File: config.mk
export PLATFORM = sky130hd
export DESIGN_NAME = f2i_seq
export DESIGN_NICKNAME = d
export VERILOG_FILES = /design/src/rtl/f2i_seq_pkg.sv /design/src/rtl/f2i_seq_classify.sv /design/src/rtl/f2i_seq.sv
export SDC_FILE = /design/constraint.sdc
export NUM_CORES = 1
export LEC_CHECK = 0
export ABC_AREA = 1
export ABC_CLOCK_PERIOD_IN_PS = 4960
export BUFFER_PORTS_ARGS = -buffer_cell sky130_fd_sc_hd__clkbuf_2
export CORE_ASPECT_RATIO = 1.2
export CORE_MARGIN = 3
export CORE_UTILIZATION = 45
export CTS_BUF_LIST = sky130_fd_sc_hd__clkbuf_8
export DETAILED_ROUTE_END_ITERATION = 10
export PLACE_DENSITY_LB_ADDON = 0.1
export SYNTH_ARGS = -nofsm -noshare
export SYNTH_HDL_FRONTEND = slang
export SYNTH_SLANG_ARGS = --single-unit
File: constraint.sdc
create_clock -name clk -period 4.96 [get_ports clk]
set_input_delay 0.992 -clock clk [delete_from_list [all_inputs] [get_ports clk]]
set_output_delay 0.992 -clock clk [all_outputs]
set_load 0.05 [all_outputs]
File: src/rtl/f2i_seq_pkg.sv
// Shared definitions for the float-to-integer converter: float field
// selectors, bias and saturation constants, opcode and state encodings.
`ifndef F2I_SEQ_DEFS
`define F2I_SEQ_DEFS
`define FSign 15
`define FExp  14:7
`define FMant 6:0
`define OPf2i 5'h13
`endif

package f2i_seq_pkg;

  localparam int          F2I_EXP_BIAS = 127;
  localparam logic [15:0] F2I_SAT_POS  = 16'h7FFF;
  localparam logic [15:0] F2I_SAT_NEG  = 16'h8000;

  // Operand class decided on the accept edge
  typedef enum logic [1:0] {
    CLS_NAN,
    CLS_SAT,
    CLS_SMALL,
    CLS_NORMAL
  } f2i_cls_e;

  // Converter FSM states
  typedef enum logic [1:0] {
    ST_IDLE,
    ST_SHIFT,
    ST_NEG,
    ST_DONE
  } f2i_state_e;

  // Saturation value for a given sign
  function automatic logic [15:0] sat_value(input logic sign);
    return sign ? F2I_SAT_NEG : F2I_SAT_POS;
  endfunction

endpackage

File: src/rtl/f2i_seq_classify.sv
// Combinational operand classifier: separates NaN, saturating, sub-unity
// and normal operands, and produces the result for the special cases plus
// the initial signed shift count for normal ones.
module f2i_classify
  import f2i_seq_pkg::*;
#(
  parameter int          EXP_BIAS   = F2I_EXP_BIAS,
  parameter logic [15:0] NAN_RESULT = 16'h0000
) (
  input  logic [15:0]       float_i,
  output f2i_cls_e          cls_o,
  output logic [15:0]       spec_val_o,
  output logic              spec_ovf_o,
  output logic              spec_inexact_o,
  output logic signed [4:0] cnt_o
);

  logic       sign_s;
  logic [7:0] exp_s;
  logic [6:0] mant_s;

  assign sign_s = float_i[`FSign];
  assign exp_s  = float_i[`FExp];
  assign mant_s = float_i[`FMant];

  // Classify the operand; normal operands have exponent in bias..bias+14
  always_comb begin
    cls_o          = CLS_NORMAL;
    spec_val_o     = 16'h0000;
    spec_ovf_o     = 1'b0;
    spec_inexact_o = 1'b0;
    cnt_o          = 5'(exp_s - 8'(EXP_BIAS + 7));
    if (exp_s == 8'hFF) begin
      if (mant_s != 7'd0) begin
        cls_o      = CLS_NAN;
        spec_val_o = NAN_RESULT;
        spec_ovf_o = 1'b1;
      end else begin
        cls_o      = CLS_SAT;
        spec_val_o = sat_value(sign_s);
        spec_ovf_o = 1'b1;
      end
    end else if (exp_s >= 8'(EXP_BIAS + 15)) begin
      cls_o      = CLS_SAT;
      spec_val_o = sat_value(sign_s);
      // -2^15 is representable exactly, so it is not an overflow
      if (sign_s && (exp_s == 8'(EXP_BIAS + 15)) && (mant_s == 7'd0)) begin
        spec_ovf_o = 1'b0;
      end else begin
        spec_ovf_o = 1'b1;
      end
    end else if (exp_s < 8'(EXP_BIAS)) begin
      cls_o          = CLS_SMALL;
      spec_inexact_o = (float_i[14:0] != 15'd0);
    end else begin
      cls_o = CLS_NORMAL;
    end
  end

endmodule

File: src/rtl/f2i_seq.sv
// Multi-cycle float16 (1/8/7) to int16 converter with truncation toward
// zero and saturation. Special operands finish in one cycle; normal ones
// shift the significand one bit per cycle, then negate if required.
module f2i_seq
  import f2i_seq_pkg::*;
#(
  parameter int          EXP_BIAS   = F2I_EXP_BIAS,
  parameter logic [15:0] NAN_RESULT = 16'h0000
) (
  input  logic        clk,
  input  logic        rst_n,
  input  logic        in_valid,
  output logic        in_ready,
  input  logic [15:0] in_float,
  output logic        out_valid,
  input  logic        out_ready,
  output logic [15:0] out_int,
  output logic        out_ovf,
  output logic        out_inexact
);

  f2i_state_e        state_q, state_d;
  logic [15:0]       mag_q, mag_d;
  logic signed [4:0] cnt_q, cnt_d;
  logic              sticky_q, sticky_d;
  logic              sign_q, sign_d;
  logic [15:0]       int_q, int_d;
  logic              ovf_q, ovf_d;
  logic              inexact_q, inexact_d;

  f2i_cls_e          cls_s;
  logic [15:0]       spec_val_s;
  logic              spec_ovf_s;
  logic              spec_inexact_s;
  logic signed [4:0] cnt_init_s;

  f2i_classify #(
    .EXP_BIAS   (EXP_BIAS),
    .NAN_RESULT (NAN_RESULT)
  ) u_classify (
    .float_i        (in_float),
    .cls_o          (cls_s),
    .spec_val_o     (spec_val_s),
    .spec_ovf_o     (spec_ovf_s),
    .spec_inexact_o (spec_inexact_s),
    .cnt_o          (cnt_init_s)
  );

  assign in_ready    = (state_q == ST_IDLE);
  assign out_valid   = (state_q == ST_DONE);
  assign out_int     = int_q;
  assign out_ovf     = ovf_q;
  assign out_inexact = inexact_q;

  // Next-state logic: accept, shift toward alignment, negate, hold result
  always_comb begin
    state_d   = state_q;
    mag_d     = mag_q;
    cnt_d     = cnt_q;
    sticky_d  = sticky_q;
    sign_d    = sign_q;
    int_d     = int_q;
    ovf_d     = ovf_q;
    inexact_d = inexact_q;
    case (state_q)
      ST_IDLE: begin
        if (in_valid) begin
          sign_d = in_float[`FSign];
          if (cls_s == CLS_NORMAL) begin
            mag_d    = {8'b0, 1'b1, in_float[`FMant]};
            cnt_d    = cnt_init_s;
            sticky_d = 1'b0;
            if (cnt_init_s != 5'sd0) begin
              state_d = ST_SHIFT;
            end else begin
              state_d = ST_NEG;
            end
          end else begin
            int_d     = spec_val_s;
            ovf_d     = spec_ovf_s;
            inexact_d = spec_inexact_s;
            state_d   = ST_DONE;
          end
        end else begin
          state_d = ST_IDLE;
        end
      end
      ST_SHIFT: begin
        if (cnt_q < 5'sd0) begin
          sticky_d = sticky_q | mag_q[0];
          mag_d    = mag_q >> 1;
          cnt_d    = cnt_q + 5'sd1;
        end else begin
          mag_d = mag_q << 1;
          cnt_d = cnt_q - 5'sd1;
        end
        if (cnt_d == 5'sd0) begin
          state_d = ST_NEG;
        end else begin
          state_d = ST_SHIFT;
        end
      end
      ST_NEG: begin
        int_d     = sign_q ? (~mag_q + 16'd1) : mag_q;
        ovf_d     = 1'b0;
        inexact_d = sticky_q;
        state_d   = ST_DONE;
      end
      ST_DONE: begin
        if (out_ready) begin
          state_d = ST_IDLE;
        end else begin
          state_d = ST_DONE;
        end
      end
      default: begin
        state_d = ST_IDLE;
      end
    endcase
  end

  // State, datapath and result registers with synchronous active-low reset
  always_ff @(posedge clk) begin
    if (!rst_n) begin
      state_q   <= ST_IDLE;
      mag_q     <= 16'h0000;
      cnt_q     <= 5'sd0;
      sticky_q  <= 1'b0;
      sign_q    <= 1'b0;
      int_q     <= 16'h0000;
      ovf_q     <= 1'b0;
      inexact_q <= 1'b0;
    end else begin
      state_q   <= state_d;
      mag_q     <= mag_d;
      cnt_q     <= cnt_d;
      sticky_q  <= sticky_d;
      sign_q    <= sign_d;
      int_q     <= int_d;
      ovf_q     <= ovf_d;
      inexact_q <= inexact_d;
    end
  end

endmodule

==> results.md, run 1 <==
- In this run the worst path has a maximum fanout of 6.
- Together, buffers and inverters on the worst path number 2.
- The critical path goes through nand2_1, inv_1, clkbuf_2.
- At the pin with the least slew margin, the transition time is 604.2 ps.
- In this run the mean area of a mapped cell was 6.447 um^2.
- The number of enable-type register cells in the synthesized netlist is 0.
- The critical-path cell with the highest stage delay is dfxtp_1.
- The antenna diode count is 0.
- Across all layers, the routed design uses 2772 vias.
- The startpoint of the lowest-slack register-to-register path is state_q[1]$_SDFF_PN0_.
- The standard cell area after detailed placement is 0.002940 mm^2.
- The portion of the clock cycle consumed by the worst path in the final layout is 43.52%.
- Synthesis produced a netlist whose cell count is 425.
- After layout, the minimum clock period comes to 2159 ps.
- Setup repair after global routing left no endpoint under its margin.
- During placement, the flow inserted port buffers numbering 39.
- Summing all multi-input logic gate instances after layout gives 0.001605 mm^2.
- For this design the static power due to leakage is 1.397 nW.
- The number of max-slew violations in the final report is 0.
- The highest achievable clock rate is 0.4632 GHz.
- The Yosys step of the flow raised 0 warnings.
- The worst setup path is of the flip-flop to output port kind.
- The detailed placement HPWL is 5148 um.
- The layout has 651 filler cells.
- The commonest cells after synthesis are 92 x nand2_1, 69 x nor2_1, 43 x dfxtp_1, 38 x inv_1, 35 x a21oi_1.
- The startpoint identified for the worst hold timing path is sticky_q$_SDFFE_PN0P_.
- Max-cap violations in this run came to 0.
- Summed over its instances, the top area cell type makes up 31.42% of the synthesized netlist area.
- Summing the sequential cell areas from Yosys gives 31.42% of the chip area.
- The via count of the first global-routing pass is 2492.
- After floorplanning, the core was sized to cover 0.005781 mm^2.
- In the post-synthesis netlist, the cell with the most instances is nand2_1.
- Before antenna repair, the detailed router went through 4 iterations.
- Clock tree synthesis inserted a total of 5 buffers.
- For this design, the CTS-stage hold fixing added 0 buffers.
- The congestion estimate from routability-driven global placement came to 0.8487.
- The largest single stage delay on the critical path is 460 ps.
- Once the floorplan was initialized, standard cells occupied 47.40% of the core.
- The utilization after layout is 52.27%.
- The flow ran to the end, and the final reports show no timing, DRC or antenna violations.
- The clock input transition at the sequential cells of the worst setup and hold paths is 90 ps.
- The buffer depth of the longest clock path is 2.
- The most critical setup path has its startpoint at state_q[0]$_SDFF_PN0_.
- Setup total negative slack on the finished layout was measured at 0 ps.
- Of all cell types, the one taking the most synthesized area is dfxtp_1.
- Using the TritonRoute via totals, the vias-per-cell ratio works out to 5.152.
- The overall die height is 91.48 um.
- The clock skew after layout is 9.507 ps.
- The storage element area is 860.8 um^2.
- The post-synth net total is 453.
- Data on the critical path arrives at its endpoint at 1170 ps.
- The worst hold path belongs to the class flip-flop to flip-flop.
- For this run, the leading register cell type out of synthesis is dfxtp_1.
- The H-tree generated during clock tree synthesis spans 2 levels.
- The number of setup violations in the final report is 0.
- The final layout contains 485 nets.
- After layout, the design draws a total of 1.076 mW.
- The post-cts resize count is 0.
- The finished layout cell area is 0.003022 mm^2.
- After synthesis, the share of flip-flops with an asynchronous set or reset is 0%.
- TritonCTS built the clock tree.
- After global routing the overflow that remains totals 0.
- The critical path required time is 3970 ps.
- The area of the die is 0.007065 mm^2.
- The area growth from synthesis to layout is 10.27%.
- The number of hold violations in the final report is 0.
- The fraction of layout cells with a size suffix above 1 is 16.38%.
- The maximum number of pins on one net before global-route repair is 29.
- The wire length after detailed routing is 6802 um.
- At the later pin of the worst-skew pair, clock insertion delay measures 300 ps.
- The gate family responsible for the most delay along the worst path is flip-flops.
- The total power per unit cell area is 356.2 mW/mm^2.
- STA classifies the critical path startpoint as a flip-flop.
- After detailed routing, the number of remaining DRC violations is 0.
- The number of antenna violations at the first check in global routing is 0.
- After synthesis, the netlist uses 35 different library cells.
- The number of clock sinks is 43.
- Global routing consumed, over all layers together, 19.55% of the routing resources.
- The post-detailed-route count of antenna-violating nets is 0.
- The worst setup path is captured at an output port.
- Post-CTS timing repair inserted 0 buffers for setup.
- The netlist area before placement is 0.002740 mm^2.
- The number of placement rows is 30.
- The worst relative slew slack is 59.68%.
- By area the synthesized netlist is led by dfxtp_1 31%, nand2_1 13%, nor2_1 9.5%.
- The first-iteration detailed-routing DRC count is 89.
- The worst slack on hold paths is 483.9 ps.
- Measured along the x axis, the die boundary spans 77.24 um.
- The wire length of the first global-routing pass is 11290 um.
- In this run the count of I/O pins placed on the die edge is 40.
- VDD sags by at most 0.2147 mV.
- The cell sitting at the root of the clock tree is a clkbuf_8.
- The final routed wire length divided by cell count is 12.64 um.
- The number of register bits inferred by synthesis is 43.
[path summary, 6_finish.rpt]
check | end | slack [ps] | cells after the start
hold reg to reg | sticky_q$_SDFFE_PN0P_ | 480 | 2
setup / recovery | out_valid | 2800 | 3
hold / removal | sticky_q$_SDFFE_PN0P_ | 480 | 2
setup reg to reg | out_int[4]$_SDFFE_PN0P_ | 3030 | 7
[power breakdown]
part | leakage [nW] | total [mW] | internal [mW] | switching (mW)
Combinational | 0.993 | 0.427 | 0.125 | 0.303
Clock | 0.0505 | 0.218 | 0.0950 | 0.123
Sequential | 0.353 | 0.431 | 0.389 | 0.0423
[worst reg2reg max path, cell delays in order (launching register included)]
cell,delay [ps]
dfxtp_1,470
inv_2,60
nor2_2,470
inv_2,200
nand2_4,290
inv_2,140
nor2_1,140
nor2_1,60
[cell usage in the layout (no fill, tap or decap), drive strengths merged]
cell type	n
nand3	26
a21oi	37
a221oi	3
o22ai	2
nand4	3
fa	1
dfxtp	43
o21bai	2
ha	7
o211ai	1
xnor2	1
nor3	4
xor2	3
clkbuf	44
clkinv	1
nand2	101
nor2	74
inv	49
o21ai	46
nand3b	1
a22oi	8
o21a	1
[cell type report]
class	count	share of cell area, %
clock buffers	5	2.277
clock inverters	3	0.4141
inverters	47	5.921
multi-input cells	321	53.13
flip-flops and latches	43	28.49
well taps	80	3.313
repair buffers	39	6.460
[logic make-up (layout without fill, tap and decap cells)]
family          after synthesis  after routing  synth area share (%)
simple gates                209            209                 32.42
compound gates              100            100                 20.96
buf+inv                      61             94                 10.00
flops                        43             43                 31.42
fa+ha+maj                     8              8                 3.927
xor+xnor                      4              4                 1.279
[sequential cells by signal (all words and copies together) (netlist names)]
register     flops
mag_q           16
out_int         16
cnt_q            5
state_q          2
out_inexact      1
out_ovf          1
sign_q           1
sticky_q         1
[layer usage]
metal	track usage [%]	share of wire (%)
met1	23.07	43
met2	36.02	52
met3	2.778	3.3
met4	5.935	1.2
met5	0	0
[per-stage QoR]
stage	cells	setup slack [ps]
3_3_place_gp	530	2608
6_report	538	2801
2_1_floorplan	425	3014
5_1_grt	538	2730
3_5_place_dp	530	2556
4_1_cts	538	2797
Note: power is estimated with default switching activity, not from simulation.
==> inputs of run 2 (changes only) <==
- ABC_CLOCK_PERIOD_IN_PS: 4960 -> 1800
- clock period: 4.96 -> 1.8 ns (I/O delays scaled with it)
==> run 2 against run 1 <==
  * Global-route usage rose by 0.13 points
  * Register-to-register slack got worse by 2900 ps
  * First-iteration DRC count rose by 70%
  * Critical path depth rose by 7
  * Non-clock buffer count rose by 8
  * Core utilization rose by 1.4 points
  * Design area rose by 2.7%
  * Via count rose by 1.0%
  * Critical path type is now flip-flop to flip-flop
  * Critical endpoint is now state_q[0]$_SDFF_PN0_
==> results.md, run 2 (synthesis results as in run 1) <==
- The run finished with clean final reports.
- The number of clock buffers added by TritonCTS is 5.
- The count of pins on the block boundary is 40.
- The overall global routing resource usage is 19.69%.
- Of the total power, the share spent switching nets is 43.13%.
- The clock skew after layout is 2.024 ps.
- In the layout the commonest cells are 92 x nand2_1, 69 x nor2_1, 42 x dfxtp_1.
- The max-cap check violation count is 0.
- Of the total power, combinational logic draws 41.5%.
- In this run the worst hold path is classified as input port to flip-flop.
- The worst hold path stage count is 3.
- The startpoint of the lowest-slack register-to-register path is cnt_q[4]$_SDFFE_PN0P_.
- The logic depth of the worst register-to-register path is 10.
- The floorplan has 30 rows.
- At the end of routability-driven placement, the weighted congestion stood at 0.8494.
- Data on the critical path is required at its endpoint by 1980 ps.
- The final routed wire length divided by cell count is 12.43 um.
- In this run the deepest clock path goes through 2 buffers.
- At the later pin of the worst-skew pair, clock insertion delay measures 290 ps.
- Adding up every negative setup slack in the final design gives 0 ps.
- The clock network accounts for 19.8% of the total power.
- The fraction of layout cells with a size suffix above 1 is 18.88%.
- The design draws 3.011 mW.
- For this run, design rule violations remaining after detail routing come to 0.
- The sequential group share of total power is 38.7%.
- Data on the critical path arrives at its endpoint at 1810 ps.
- The number of antenna violations at the first check in global routing came to 0.
- The critical path is of the flip-flop to flip-flop type.
- The clock input transition at the sequential cells of the worst setup and hold paths is 80 ps.
- The routed wire length on met2 is 3523 um.
- The startpoint identified for the worst hold timing path is in_float[5].
- For flop-to-flop paths, the worst setup slack is 170 ps.
- The worst-margin pin slew is 423.3 ps.
- From synthesis to final layout, the design area changed by 13.24%.
- The end of the worst hold path is mag_q[5]$_SDFFE_PN0P_.
- Entering global routing, the biggest net connects 28 pins.
- The critical path capture point type is a flip-flop.
- The worst relative slew slack is 71.75%.
- Along the worst path, the maximum fanout reaches 4.
- The worst register-to-register path ends at state_q[0]$_SDFF_PN0_.
- VDD sags by at most 0.4934 mV.
- Setup repair after global routing left no endpoint under its margin.
- 0 antenna diodes ended up in the layout.
- The portion of the clock cycle consumed by the worst path in the final layout is 90.70%.
- The number of hold violations in the final report was 0.
- The wire length after detailed routing is 6786 um.
- The number of clock sinks is 43.
- The H-tree generated during clock tree synthesis spans 2 levels.
- The number of max-slew violations in the final report is 0.
- The post-route minimum period is 1633 ps.
- The count of nets left with antenna violations once routing finished came out at 0.
- The standard cell area after detailed placement is 0.003000 mm^2.
- The leftover overflow at the end of global routing is 0.
- After routing the design area is 0.003103 mm^2.
- From left edge to right edge, the die measures 77.24 um.
- The area of the die is 0.007065 mm^2.
- For this design the static power due to leakage is 1.439 nW.
- The most common library cell in the layout ignoring fill and taps is nand2_1.
- The length of the first detailed-routing pass in iterations is 4.
- The routed layout has 2800 vias.
- TritonCTS built the clock tree.
- The root cell of the clock tree is clkbuf_8.
- The wire length of the first global-routing pass is 11450 um.
- The length of routed met3 wiring is 190 um.
- For this run, the top clock speed supported by timing is 0.6125 GHz.
- The overall die height is 91.48 um.
- The starting density of the core is 47.40%.
- Setup violations remaining at the end of the flow were counted as 0.
- Port buffering added 39 buffers.
- After the first detailed-routing iteration, the DRC count stood at 151.
- The internal power summed over all cells is 1.712 mW.
- The via count of the first global-routing pass is 2575.
- In the final design database the tool counted 493 nets.
- Dividing the detail-routed via count by the number of cells gives 5.128.
- The uppermost signal routing layer after detailed routing is met4.
- The kind of start point of the critical path is a flip-flop.
- For this design, the CTS-stage hold fixing added 0 buffers.
- Measured on the finished design, the core utilization comes to 53.68%.
- For this block, wires on met1 add up to 2982 um.
- The core region is 0.005781 mm^2.
- The net load switching power is 1.299 mW.
- The detailed placement HPWL is 5101 um.
- In this run the power density over the cells is 970.4 mW/mm^2.
[run 2: metrics by stage]
step | instances | worst slack (ps) | hold WS (ps)
finish | 546 | 167.4 | 371.2
global route | 546 | 4.277 | 380.4
CTS | 546 | 56.69 | 361.3
detailed placement | 538 | 73.86 | 460.0
global placement | 538 | 96.71 | 451.0
floorplan | 425 | 47.14 | 426.2
[run 2: cell type report]
type                    instances  area [um^2]
flip-flops and latches         43        862.1
clock inverters                 3        12.51
multi-input cells             321         1625
repair buffers                 47        255.2
clock buffers                   5        68.82
well taps                      80        100.1
fillers                       642         2678
inverters                      47        178.9
[run 2: what timing repair did]
| item | 4_1_cts | 5_1_grt |
|---|---|---|
| endpoints found under the setup margin | 0 | 2 |
| gates resized for setup | 0 | 5 |
| setup buffers | 0 | 0 |
[run 2: layer usage]
metal / vias up / GRT usage, %
met5: - / 0
met4: 0 / 7.122
met3: 9 / 2.381
met2: 40 / 36.53
met1: 1280 / 22.79
li1: 1471 / -
[run 2: critical path, stage by stage (launching register included)]
cell and delay [ps]:
dfxtp_1 330, inv_1 100, ha_2 390, nand2_1 70, o21a_1 190, nor2_1 130
nand2_1 70, nand2_1 60, nand2_1 40, nor2_1 80, nor2_1 40
[run 2: how the worst max path moves through the flow]
| stage | start | slack, ps | end |
|---|---|---|---|
| after floorplan | state_q[1]$_SDFF_PN0_ | 50 | cnt_q[3]$_SDFFE_PN0P_ |
| after global placement | cnt_q[0]$_SDFFE_PN0P_ | 100 | state_q[0]$_SDFF_PN0_ |
| after detailed placement | cnt_q[0]$_SDFFE_PN0P_ | 70 | state_q[0]$_SDFF_PN0_ |
| after CTS | cnt_q[0]$_SDFFE_PN0P_ | 60 | state_q[0]$_SDFF_PN0_ |
| after global routing | cnt_q[4]$_SDFFE_PN0P_ | 4 | state_q[0]$_SDFF_PN0_ |
| final | cnt_q[4]$_SDFFE_PN0P_ | 170 | state_q[0]$_SDFF_PN0_ |
[run 2: power by group through the flow]
stage,Combinational (mW),Clock (mW),Sequential [mW]
3_5_place_dp,1.22,0,1.19
6_report,1.25,0.595,1.17
2_1_floorplan,0.774,0,1.38
3_3_place_gp,1.22,0,1.18
4_1_cts,1.22,0.618,1.17
5_1_grt,1.40,0.656,1.18
